--- src/rtl/aes_decrypt_feeder_if.sv ---
// aes_decrypt_feeder_if: word bus, decrypt-core handshake and status signals of the AES decrypt feeder
interface aes_decrypt_feeder_if #(
    parameter int CNT_W = 16
);
    logic [31:0]      in_word;
    logic             in_valid;
    logic             in_ready;
    logic             key_valid;
    logic [127:0]     dec_data_in;
    logic             dec_ready;
    logic [127:0]     dec_data_out;
    logic             dec_valid;
    logic [31:0]      out_word;
    logic             out_valid;
    logic             out_ready;
    logic             err;
    logic             err_clr;
    logic [CNT_W-1:0] blocks_done;
    modport master (
        output in_word, in_valid, key_valid, dec_data_out, dec_valid, out_ready, err_clr,
        input  in_ready, dec_data_in, dec_ready, out_word, out_valid, err, blocks_done
    );
    modport slave (
        input  in_word, in_valid, key_valid, dec_data_out, dec_valid, out_ready, err_clr,
        output in_ready, dec_data_in, dec_ready, out_word, out_valid, err, blocks_done
    );
endinterface

--- src/rtl/aes_decrypt_feeder.sv ---
// aes_decrypt_feeder: packs 4 ciphertext words into a block, starts the AES-256 decrypt core,
// captures the plaintext on a dec_valid rising edge and streams it back as 4 words.
module aes_decrypt_feeder #(
    parameter int TIMEOUT_CYCLES = 64,
    parameter int CNT_W          = 16
) (
    input logic                 clk,
    input logic                 rst,
    aes_decrypt_feeder_if.slave bus
);
    localparam logic [2:0] S_FILL  = 3'd0;
    localparam logic [2:0] S_WAIT  = 3'd1;
    localparam logic [2:0] S_START = 3'd2;
    localparam logic [2:0] S_BUSY  = 3'd3;
    localparam logic [2:0] S_DRAIN = 3'd4;
    logic [2:0]       r_state;
    logic [1:0]       r_idx;
    logic [127:0]     r_din;
    logic [127:0]     r_buf;
    logic [9:0]       r_cnt;
    logic             r_dvq;
    logic             r_err;
    logic [CNT_W-1:0] r_done;
    logic [1:0]       w_sel;
    logic             w_in_fire;
    logic             w_out_fire;
    logic             w_capture;
    logic             w_timeout;
    // word 0 is the most significant word of the block
    assign w_sel      = ~r_idx;
    assign w_in_fire  = bus.in_valid & bus.in_ready;
    assign w_out_fire = bus.out_valid & bus.out_ready;
    assign w_capture  = (r_state == S_BUSY) & bus.dec_valid & ~r_dvq;
    assign w_timeout  = (r_state == S_BUSY) & ~w_capture & (r_cnt == 10'(TIMEOUT_CYCLES - 1));
    assign bus.in_ready    = rst & (r_state == S_FILL);
    assign bus.dec_ready   = (r_state == S_START);
    assign bus.dec_data_in = r_din;
    assign bus.out_valid   = (r_state == S_DRAIN);
    assign bus.out_word    = r_buf[{w_sel, 5'd0} +: 32];
    assign bus.err         = r_err;
    assign bus.blocks_done = r_done;
    always_ff @(posedge clk) begin
        if (!rst) begin
            r_state <= S_FILL;
            r_idx   <= 2'd0;
            r_din   <= '0;
            r_buf   <= '0;
            r_cnt   <= '0;
            r_dvq   <= 1'b1;
            r_err   <= 1'b0;
            r_done  <= '0;
        end else begin
            r_dvq <= bus.dec_valid;
            r_err <= w_timeout ? 1'b1 : (bus.err_clr ? 1'b0 : r_err);
            case (r_state)
                S_FILL: if (w_in_fire) begin
                    r_din[{w_sel, 5'd0} +: 32] <= bus.in_word;
                    r_idx <= r_idx + 2'd1;
                    if (r_idx == 2'd3) r_state <= S_WAIT;
                end
                S_WAIT: if (bus.key_valid) r_state <= S_START;
                S_START: begin
                    r_cnt   <= '0;
                    r_state <= S_BUSY;
                end
                // only a fresh rising edge of dec_valid belongs to this block
                S_BUSY: if (w_capture) begin
                    r_buf   <= bus.dec_data_out;
                    r_done  <= r_done + CNT_W'(1);
                    r_state <= S_DRAIN;
                end else if (w_timeout) begin
                    r_state <= S_FILL;
                end else begin
                    r_cnt <= r_cnt + 10'd1;
                end
                S_DRAIN: if (w_out_fire) begin
                    r_idx <= r_idx + 2'd1;
                    if (r_idx == 2'd3) r_state <= S_FILL;
                end
                default: r_state <= S_FILL;
            endcase
        end
    end
endmodule

--- src/flat_wrapper.sv ---
// flat-port wrapper written by rule: the top's interface ports become plain ports
module aes_decrypt_feeder_flat 
#(
    parameter int TIMEOUT_CYCLES = 64,
    parameter int CNT_W          = 16
)
  (clk, rst, bus_in_word, bus_in_valid, bus_key_valid, bus_dec_data_out, bus_dec_valid, bus_out_ready, bus_err_clr, bus_in_ready, bus_dec_data_in, bus_dec_ready, bus_out_word, bus_out_valid, bus_err, bus_blocks_done);
  aes_decrypt_feeder_if #(.CNT_W(CNT_W)) bus_i ();
  input logic clk;
  input logic rst;
  input wire logic [$bits(bus_i.in_word)-1:0] bus_in_word;
  input wire logic [$bits(bus_i.in_valid)-1:0] bus_in_valid;
  input wire logic [$bits(bus_i.key_valid)-1:0] bus_key_valid;
  input wire logic [$bits(bus_i.dec_data_out)-1:0] bus_dec_data_out;
  input wire logic [$bits(bus_i.dec_valid)-1:0] bus_dec_valid;
  input wire logic [$bits(bus_i.out_ready)-1:0] bus_out_ready;
  input wire logic [$bits(bus_i.err_clr)-1:0] bus_err_clr;
  output wire logic [$bits(bus_i.in_ready)-1:0] bus_in_ready;
  output wire logic [$bits(bus_i.dec_data_in)-1:0] bus_dec_data_in;
  output wire logic [$bits(bus_i.dec_ready)-1:0] bus_dec_ready;
  output wire logic [$bits(bus_i.out_word)-1:0] bus_out_word;
  output wire logic [$bits(bus_i.out_valid)-1:0] bus_out_valid;
  output wire logic [$bits(bus_i.err)-1:0] bus_err;
  output wire logic [$bits(bus_i.blocks_done)-1:0] bus_blocks_done;
  assign bus_i.in_word = bus_in_word;
  assign bus_i.in_valid = bus_in_valid;
  assign bus_i.key_valid = bus_key_valid;
  assign bus_i.dec_data_out = bus_dec_data_out;
  assign bus_i.dec_valid = bus_dec_valid;
  assign bus_i.out_ready = bus_out_ready;
  assign bus_i.err_clr = bus_err_clr;
  assign bus_in_ready = bus_i.in_ready;
  assign bus_dec_data_in = bus_i.dec_data_in;
  assign bus_dec_ready = bus_i.dec_ready;
  assign bus_out_word = bus_i.out_word;
  assign bus_out_valid = bus_i.out_valid;
  assign bus_err = bus_i.err;
  assign bus_blocks_done = bus_i.blocks_done;
  aes_decrypt_feeder #(.TIMEOUT_CYCLES(TIMEOUT_CYCLES), .CNT_W(CNT_W)) u_core (.clk(clk), .rst(rst), .bus(bus_i));
endmodule
--- config.mk ---
export PLATFORM = sky130hd
export DESIGN_NAME = aes_decrypt_feeder_flat
export DESIGN_NICKNAME = d
export VERILOG_FILES = /design/src/rtl/aes_decrypt_feeder_if.sv /design/src/rtl/aes_decrypt_feeder.sv /design/src/flat_wrapper.sv
export SDC_FILE = /design/constraint.sdc
export NUM_CORES = 1
export LEC_CHECK = 0
export ABC_AREA = 1
export BUFFER_PORTS_ARGS = -buffer_cell sky130_fd_sc_hd__buf_2
export CAP_MARGIN = 20
export CORE_MARGIN = 10
export CORE_UTILIZATION = 40
export DETAILED_ROUTE_END_ITERATION = 16
export PLACE_DENSITY_LB_ADDON = 0.15
export SLEW_MARGIN = 20
export SYNTH_ARGS = -nofsm -noshare
export SYNTH_HDL_FRONTEND = slang
export SYNTH_SLANG_ARGS = --single-unit
export TNS_END_PERCENT = 50
--- constraint.sdc ---
create_clock -name clk -period 3.45 [get_ports clk]
set_clock_uncertainty 0.15 [all_clocks]
set_input_delay 0.345 -clock clk [delete_from_list [all_inputs] [get_ports clk]]
set_output_delay 0.345 -clock clk [all_outputs]
set_load 0.02 [all_outputs]
==> results by group, run 1 <==
Status
  – Status: finished clean

Timing
  – Minimum clock period after layout: 2.76 ns
  – Final setup violation count: 0
  – Final Cycle Share: 80.1%
  – F_max: 362 MHz
  – Least-Margin Pin Slew: 0.858 ns
  – Slew Limit Fails: 0
  – Rel. slew slack: 42.7%
  – Hold Fails Final Rpt: 0
  – Setup_tns: 0 ns
  – RSZ-0062 raised after global routing: no

Routing
  – Drc violations: 0
  – Via Count: 12900
  – DR vias/cell: 5.07
  – Final WL: 43000 µm
  – DRT iter0 DRCs: 911
  – Antenna Nets Post-Route: 0
  – WL per Instance: 16.8 µm
  – 1st-pass router iterations: 5

Die
  – Top Ports: 347
  – Die Width: 195 µm
  – Initial Util: 40.3%
  – FP Rows: 64
  – Core box area: 30400 µm²
  – Die area: 38100 µm²
  – Die height: 195 µm

Setup path
  – Crit. End Element: output pin
  – Reg2Reg Launch Point: u_core.r_idx[0]$_SDFFE_PN0P_
  – CP max FO: 66
  – CP startpoint: u_core.r_idx[0]$_SDFFE_PN0P_
  – Worst setup SP type: flop
  – Crit Path Category: reg -> out
  – Crit path DAT: 2.27 ns
  – Worst path required time: 2.95 ns

Global routing
  – Largest net degree at the start of global routing: 100
  – First-pass GRT wire length: 68500 µm
  – Vias in the first global route: 12600
  – Initial antenna violation count: 1
  – Gr usage total: 21.7%
  – GR Overflow Total: 0

Yosys
  – Syn nets: 1919
  – Count of cell types in the netlist: 33
  – Synth Cell Area: 12300 µm²
  – Syn Area/Cell: 7.03 µm²
  – Register area share after synthesis: 47.1%
  – Synth Register Bits: 289
  – Post-Synthesis Cells: 1745
  – Yosys warnings: 0

CTS
  – Clock Latency Late Sink: 0.50 ns
  – Root Buffer: clkbuf_16
  – # resized after CTS: 0
  – Total CTS buffers: 34
  – Worst-path clk slew: 0.06 ns
  – TritonCTS Sinks: 289
  – # H-tree levels: 2
  – CTS Buffer Depth: 3
  – CTS tree: built

Layout
  – Final core utilization: 53.7%
  – Commonest non-fill, non-tap cell in the layout: nor2_1
  – Commonest non-fill, non-tap cells in the layout: 498 x nor2_1, 345 x buf_2, 308 x o21ai_0
  – Share of cells above drive strength 1: 20.0%
  – Area Growth Syn to Fin: 33.1%
  – Final net count: 2308

Place
  – Port Buf Inserts: 346
  – Gpl congestion: 0.805
  – Post-DP HPWL: 28300 µm

Power
  – Worst IR Drop VDD: 0.293 mV
  – Pleak: 6.99 nW
  – Cell Pwr Density: 480 nW/µm²

Hold path
  – Min-delay worst type: in -> reg
  – Hold Crit Start: bus_dec_data_out[98]

Run
  – MaxCap Viol Count: 0
[per-layer routing]
layer,vias to the layer above,wire length [µm],global-route usage [%],part of all wire (%)
met5,-,0,0,0
met1,5938,18700,27.5,44
met3,94,2840,4.78,6.6
met4,0,1630,9.16,3.8
met2,430,19800,34.7,46
li1,6480,-,-,-
[worst paths after layout]
kind                                                           endpoint  slack, ns  depth (start not counted)
worst min-delay path                      u_core.r_buf[98]$_SDFFE_PN0P_       0.02                          3
worst max register to register  u_core.bus.dec_data_in[25]$_SDFFE_PN0P_       0.96                          7
worst min register to register  u_core.bus.dec_data_in[52]$_SDFFE_PN0P_       0.31                          2
worst max-delay path                                    bus_out_word[1]       0.69                          5
[power breakdown]
group / total, mW / switching, mW / internal, mW
Combinational: 1.05 / 0.679 / 0.376
Clock: 3.36 / 1.36 / 1.99
Sequential: 3.43 / 0.0346 / 3.40
[metrics by stage]
stage          total power, mW  hold slack (ns)  std cells  worst slack (ns)  cell area [µm²]
3_3_place_gp              4.45            0.301       2376             0.991            14100
4_1_cts                   7.92          0.00483       2551             0.658            16300
3_5_place_dp              4.45            0.304       2376             0.939            14100
5_1_grt                   8.16           0.0262       2552             0.604            16300
6_report                  7.84           0.0202       2552             0.687            16300
2_1_floorplan             4.07            0.289       1745             0.933            12300
[sequential cells by signal, summed over array words and instances (netlist names)]
name,cells
u_core.r_dvq,1
u_core.r_cnt,10
u_core.bus.err,1
u_core.bus.dec_data_in,128
u_core.r_state,3
u_core.r_idx,2
u_core.bus.blocks_done,16
u_core.r_buf,128
[cells in the mapped netlist, drive strengths merged]
master / count / area (µm²)
a21o: 1 / 7.51
a21oi: 26 / 130
a31oi: 1 / 6.26
buf: 34 / 196
clkbuf: 95 / 364
clkinv: 1 / 3.75
dfxtp: 289 / 5790
ha: 7 / 87.6
inv: 59 / 221
nand2: 204 / 792
nand3: 148 / 766
nand4: 5 / 31.3
nor2: 507 / 1990
nor3: 8 / 40.0
o211ai: 1 / 7.51
o21ai: 322 / 1610
o21bai: 2 / 15.0
o22ai: 32 / 200
or2: 1 / 6.26
xnor2: 1 / 8.76
xor2: 1 / 8.76
[logic make-up after synthesis]
group	share of synthesized area, %
compound gates	16.1
buf+inv	6.40
fa+ha+maj	0.713
xor+xnor	0.143
flops	47.1
simple gates	29.5
[layout make-up]
cell class | instances | area (µm²)
repair buffers | 482 | 3080
fillers | 3008 | 14100
flip-flops and latches | 289 | 5790
clock inverters | 5 | 32.5
well taps | 396 | 495
inverters | 60 | 228
multi-input cells | 1267 | 5720
clock buffers | 52 | 1000
diodes | 1 | 2.50
[what timing repair did]
| action | CTS | global route |
|---|---|---|
| hold buffers | 118 | 0 |
| setup buffers | 0 | 0 |
| hold endpoints to repair | 118 | 0 |
[worst max-delay path, stage by stage, from the launching register on]
cell and delay, ns:
dfxtp_4 0.36, inv_2 0.08, buf_4 0.55, o21ai_0 0.18, o22ai_1 0.29, buf_2 0.24
Note: power is estimated with default switching activity, not from simulation.
==> inputs of run 2 (changes only) <==
--- a/config.mk
+++ b/config.mk
@@ -5,7 +5,7 @@
 export SDC_FILE = /design/constraint.sdc
 export NUM_CORES = 1
 export LEC_CHECK = 0
-export ABC_AREA = 1
+export ABC_AREA = 0
 export BUFFER_PORTS_ARGS = -buffer_cell sky130_fd_sc_hd__buf_2
 export CAP_MARGIN = 20
 export CORE_MARGIN = 10
==> constraint.sdc (replaced) <==
create_clock -name clk -period 2.4 [get_ports clk]
set_clock_uncertainty 0.15 [all_clocks]
set_input_delay 0.24 -clock clk [delete_from_list [all_inputs] [get_ports clk]]
set_output_delay 0.24 -clock clk [all_outputs]
set_load 0.02 [all_outputs]
==> results by group, run 2 <==
Routing
  – WL per Instance: 18.2 µm
  – Drc violations: 0
  – Max Used Layer: met5
  – Via Count: 11200
  – Final WL: 40800 µm
  – 1st-pass router iterations: 5
  – Antenna Nets Post-Route: 0
  – DRT iter0 DRCs: 600
  – Metal2 WL: 19000 µm
  – M1 wire length: 17100 µm
  – Routed wl met3: 3200 µm
  – DR vias/cell: 5.00

CTS
  – Total CTS buffers: 34
  – # H-tree levels: 2
  – Worst-path clk slew: 0.05 ns
  – Clock Latency Late Sink: 0.50 ns
  – CTS tree: built
  – Root Buffer: clkbuf_16
  – CTS Buffer Depth: 3
  – TritonCTS Sinks: 289
  – Postcts setup bufs: 0

Global routing
  – Initial antenna violation count: 3
  – Vias in the first global route: 11600
  – First-pass GRT wire length: 64900 µm
  – Largest net degree at the start of global routing: 171
  – Gr usage total: 20.9%
  – GR Overflow Total: 0

Power
  – Worst IR Drop VDD: 0.435 mV
  – Part of the power in combinational logic: 10.0%
  – Sw Pwr: 2.60 mW
  – Sequential share of power: 43.8%
  – Pleak: 6.83 nW
  – Switching share of power: 23.3%
  – Pwr Total: 11.1 mW
  – Clock power share: 46.1%
  – P_int: 8.54 mW
  – Cell Pwr Density: 650 nW/µm²

Yosys
  – Post-synthesis xor/xnor area fraction: 1.74%
  – Syn Area/Cell: 8.87 µm²
  – Cell taking the most area after synthesis: dfxtp_1
  – Synth Area in Simple Gates: 22.1%
  – Most common cell in the netlist: nand2_1
  – Count of cell types in the netlist: 43
  – Compound-cell area share of the yosys netlist: 17.4%
  – Synth top area cells: dfxtp_1 48%, nand2_1 13%, a21boi_1 8.7%, a21boi_0 7.3%, mux4_2 6.0%
  – Register area share after synthesis: 47.9%
  – Post-synthesis mux area share: 6.14%
  – Synth Register Bits: 289
  – Post-synth ARST share: 0%
  – Largest family of logic cells by synthesized area: simple AND/OR/NAND/NOR gates
  – List of most frequent post-synthesis cells: 403 x nand2_1, 289 x dfxtp_1, 140 x a21boi_1, 137 x nand3_1, 117 x a21boi_0
  – Post-Synthesis Cells: 1361
  – Top cell type's share of synthesized area: 47.9%
  – Synth Flop Type: dfxtp_1
  – EDFF count, synth: 0
  – Adder-Cell Fraction of Synth Area: 0.726%
  – Syn nets: 1535
  – Yosys warnings: 0
  – Synth Cell Area: 12100 µm²

Die
  – Top Ports: 347
  – Core box area: 29700 µm²
  – Die area: 37500 µm²
  – Die Width: 194 µm
  – Die height: 194 µm
  – Initial Util: 40.6%
  – FP Rows: 63

Timing
  – F_max: 436 MHz
  – Setup ws final: 0.105 ns
  – Final Cycle Share: 95.6%
  – Setup_tns: 0 ns
  – Final setup violation count: 0
  – RSZ-0062 raised after global routing: no
  – Fin Hold WS: 0.104 ns
  – Least-Margin Pin Slew: 0.667 ns
  – Rel. slew slack: 55.5%
  – Hold Fails Final Rpt: 0
  – Slew Limit Fails: 0
  – Minimum clock period after layout: 2.29 ns

Run
  – MaxCap Viol Count: 0

Hold path
  – Min-delay worst type: in -> reg

Layout
  – Commonest non-fill, non-tap cells in the layout: 402 x nand2_1, 345 x buf_2, 287 x dfxtp_1
  – Final net count: 2000
  – Final core utilization: 57.7%
  – Share of cells above drive strength 1: 25.9%
  – Area Growth Syn to Fin: 42.1%
  – Fin cells: 2242
  – Final Instance Area: 17100 µm²
  – Commonest non-fill, non-tap cell in the layout: nand2_1

Setup path
  – CP max FO: 32
  – Crit path DAT: 1.90 ns
  – Crit Path Category: reg -> out
  – Crit. End Element: output pin
  – Worst setup SP type: flop
  – Worst path required time: 2.01 ns

Status
  – Status: finished clean

Place
  – Port Buf Inserts: 346
  – Inst Count DP: 2014
  – Dpl ws: 0.388 ns
  – Post-DP HPWL: 26800 µm
  – Gpl congestion: 0.810
  – Placement Cell Area: 14300 µm²
## run 2: cell types whose count changed in the layout (fill, tap and decap cells not counted), sizes merged, moves of 47 or more
cell / delta
nor2: -498
a21boi: +257
dlygate4sd3: +47
nand2: +199
inv: -55
o21ai: -321
## run 2: kinds of logic (layout without fill, tap and decap cells)
group / count (synthesis) / count (layout)
other: 0 / 2
flip-flops: 289 / 289
AO/OA/AOI/OAI: 278 / 278
AND/OR/NAND/NOR: 611 / 611
buffers and inverters: 118 / 607
adder cells (fa/ha/maj): 7 / 7
multiplexers: 34 / 34
XOR/XNOR: 24 / 24
## run 2: critical path, cell delays in order, from the launching register on
cell     delay, ns
dfxtp_4       0.42
buf_12        0.26
mux4_2        0.53
buf_2         0.19
## run 2: final timing paths
| check | start | to | slack [ns] | cells past startpoint |
|---|---|---|---|---|
| worst max register to register | u_core.r_state[2]$_SDFFE_PN0P_ | u_core.r_buf[76]$_SDFFE_PN0P_ | 0.41 | 5 |
| worst min-delay path | bus_in_valid | u_core.r_state[0]$_SDFFE_PN0P_ | 0.10 | 4 |
| worst max-delay path | u_core.r_idx[0]$_SDFFE_PN0P_ | bus_out_word[31] | 0.11 | 3 |
| worst min register to register | u_core.bus.dec_data_in[26]$_SDFFE_PN0P_ | u_core.bus.dec_data_in[26]$_SDFFE_PN0P_ | 0.30 | 2 |
## run 2: final cells by class
cell class,instances,area (µm²)
Timing Repair Buffer,543,3880
Tap cell,390,488
Clock buffer,50,1020
Multi-Input combinational cell,954,5840
Clock inverter,10,104
Inverter,4,15.0
Sequential cell,289,5790
Antenna cell,2,5.00
Fill cell,2629,12600
## run 2: routing by layer
| layer | track usage (%) | vias to the layer above |
|---|---|---|
| li1 | - | 5534 |
| met5 | 0 | - |
| met3 | 6.24 | 80 |
| met1 | 25.4 | 5244 |
| met4 | 8.44 | 2 |
| met2 | 33.9 | 353 |
## run 2: power by group through the flow
stage | Combinational (mW) | Sequential [mW] | Clock [mW]
floorplan | 0.410 | 5.02 | 0
global placement | 0.897 | 4.99 | 0
detailed placement | 0.898 | 4.99 | 0
CTS | 1.12 | 4.88 | 5.29
global route | 1.20 | 4.89 | 5.49
finish | 1.12 | 4.89 | 5.14
## run 2: what timing repair did
item,CTS,global route
setup endpoints to repair,11,13
hold buffers,165,0
pin swaps,0,0
cloned,0,1
hold endpoints to repair,269,0
gates resized for setup,2,1
==> inputs of run 3 (changes only) <==
--- a/config.mk
+++ b/config.mk
@@ -8,7 +8,7 @@
 export ABC_AREA = 0
 export BUFFER_PORTS_ARGS = -buffer_cell sky130_fd_sc_hd__buf_2
 export CAP_MARGIN = 20
-export CORE_MARGIN = 10
+export CORE_MARGIN = 2
 export CORE_UTILIZATION = 40
 export DETAILED_ROUTE_END_ITERATION = 16
 export PLACE_DENSITY_LB_ADDON = 0.15
==> results by group, run 3 (same netlist as run 2, synthesis figures left out) <==
Die
  – Die height: 178 µm
  – Initial Util: 40.7%
  – Top Ports: 347
  – Die Width: 178 µm
  – Die area: 31600 µm²
  – FP Rows: 63
  – Core box area: 29600 µm²

Routing
  – WL per Instance: 16.9 µm
  – DRT iter0 DRCs: 676
  – Via Count: 11200
  – 1st-pass router iterations: 5
  – Final WL: 37800 µm
  – DR vias/cell: 5.03
  – Antenna Nets Post-Route: 0
  – Drc violations: 0

Timing
  – Final Cycle Share: 96.9%
  – RSZ-0062 raised after global routing: no
  – Least-Margin Pin Slew: 0.756 ns
  – Rel. slew slack: 49.6%
  – Slew Limit Fails: 0
  – Final setup violation count: 0
  – F_max: 430 MHz
  – Setup_tns: 0 ns
  – Setup ws final: 0.0750 ns
  – Fin Hold WS: 0.127 ns
  – Hold Fails Final Rpt: 0
  – Minimum clock period after layout: 2.32 ns

Global routing
  – Vias in the first global route: 11200
  – GR Overflow Total: 0
  – First-pass GRT wire length: 58600 µm
  – Largest net degree at the start of global routing: 170
  – Initial antenna violation count: 1
  – Gr usage total: 23.2%

Setup path
  – Crit. End Element: output pin
  – Reg2Reg Launch Point: u_core.r_state[2]$_SDFFE_PN0P_
  – Worst R2R Setup Slack: 0.13 ns
  – CP max FO: 16
  – Worst setup SP type: flop
  – R2r endpoint: u_core.r_buf[95]$_SDFFE_PN0P_
  – FF-to-FF path depth: 6
  – Crit path DAT: 1.93 ns
  – Worst path required time: 2.01 ns
  – Crit Path Category: reg -> out

Status
  – Status: finished clean

CTS
  – Worst-path clk slew: 0.06 ns
  – CTS Buffer Depth: 3
  – TritonCTS Sinks: 289
  – Clock Latency Late Sink: 0.49 ns
  – # H-tree levels: 2
  – Total CTS buffers: 34
  – CTS tree: built
  – Root Buffer: clkbuf_16

Hold path
  – Hold EP: u_core.r_state[0]$_SDFFE_PN0P_
  – Hold Crit Start: bus_in_valid
  – Hold path depth: 4
  – Min-delay worst type: in -> reg

Power
  – Part of the power in combinational logic: 10.1%
  – Sw Pwr: 2.52 mW
  – Cell Pwr Density: 638 nW/µm²
  – Pleak: 6.74 nW
  – Sequential share of power: 45.0%
  – Worst IR Drop VDD: 0.455 mV
  – Switching share of power: 23.2%
  – P_int: 8.32 mW
  – Clock power share: 44.8%

Place
  – Dpl ws: 0.310 ns
  – Gpl congestion: 0.797
  – Post-DP HPWL: 23700 µm
  – Port Buf Inserts: 346

Layout
  – Commonest non-fill, non-tap cells in the layout: 402 x nand2_1, 345 x buf_2, 287 x dfxtp_1
  – Area Growth Syn to Fin: 40.9%
  – Share of cells above drive strength 1: 25.4%
  – Commonest non-fill, non-tap cell in the layout: nand2_1
  – Final net count: 1998

Run
  – MaxCap Viol Count: 0
==> run 3: critical path, cell delays in order (launching register included) <==
cell and delay [ns]:
dfxtp_2 0.47, clkbuf_16 0.28, mux4_2 0.51, buf_2 0.18
==> run 3: what timing repair did <==
| action | in CTS | in global routing |
|---|---|---|
| resized for setup | 0 | 5 |
| setup buffers | 0 | 3 |
| endpoints found under the hold margin | 273 | 0 |
| hold buffers | 167 | 0 |
| setup endpoints to repair | 0 | 45 |
==> run 3: worst max path at each step <==
stage                              startpoint                                  endpoint  slack, ns  cells past startpoint
3_5_place_dp                              rst   u_core.bus.dec_data_in[97]$_SDFFE_PN0P_       0.31                      6
2_1_floorplan    u_core.r_idx[1]$_SDFFE_PN0P_  u_core.bus.dec_data_in[100]$_SDFFE_PN0P_       0.10                      8
5_1_grt        u_core.r_state[2]$_SDFFE_PN0P_             u_core.r_buf[95]$_SDFFE_PN0P_      0.005                      6
4_1_cts          u_core.r_idx[1]$_SDFFE_PN0P_                           bus_out_word[6]      0.004                      3
6_report         u_core.r_idx[1]$_SDFFE_PN0P_                           bus_out_word[1]       0.08                      3
3_3_place_gp                              rst   u_core.bus.dec_data_in[62]$_SDFFE_PN0P_       0.38                      6
==> run 3: cell type report <==
cell class,instances,area (µm²)
sequential,289,5790
clock inverter,3,43.8
antenna,2,5.00
inverter,4,15.0
fill,2732,12600
clock buffer,51,996
multi-input combinational,954,5860
timing repair buffer,541,3800
tap,390,488
==> run 3: power groups by stage <==
stage          logic [mW]  clock network [mW]  registers (mW)
2_1_floorplan       0.410                   0            5.02
3_3_place_gp        0.875                   0            4.98
3_5_place_dp        0.874                   0            4.98
4_1_cts              1.09                4.99            4.88
5_1_grt              1.18                5.19            4.89
6_report             1.10                4.86            4.88
==> run 3: through the flow <==
step                      instances  instance area (µm²)  power (mW)  util (%)
after floorplan                1361                12100        5.43         -
after global placement         2007                14200        5.86      47.9
after detailed placement       2007                14200        5.86      47.9
after CTS                      2228                16900        11.0      57.1
final                          2234                17000        10.8      57.4
after global routing           2232                17000        11.3      57.3
==> run 3: routing by layer <==
| layer | vias to the layer above | part of all wire (%) | global-route usage (%) |
|---|---|---|---|
| met2 | 361 | 47 | 38.6 |
| met1 | 5290 | 43 | 29.2 |
| met4 | 0 | 2.8 | 7.72 |
| li1 | 5527 | - | - |
| met3 | 66 | 7.4 | 5.98 |
| met5 | - | 0 | 0 |
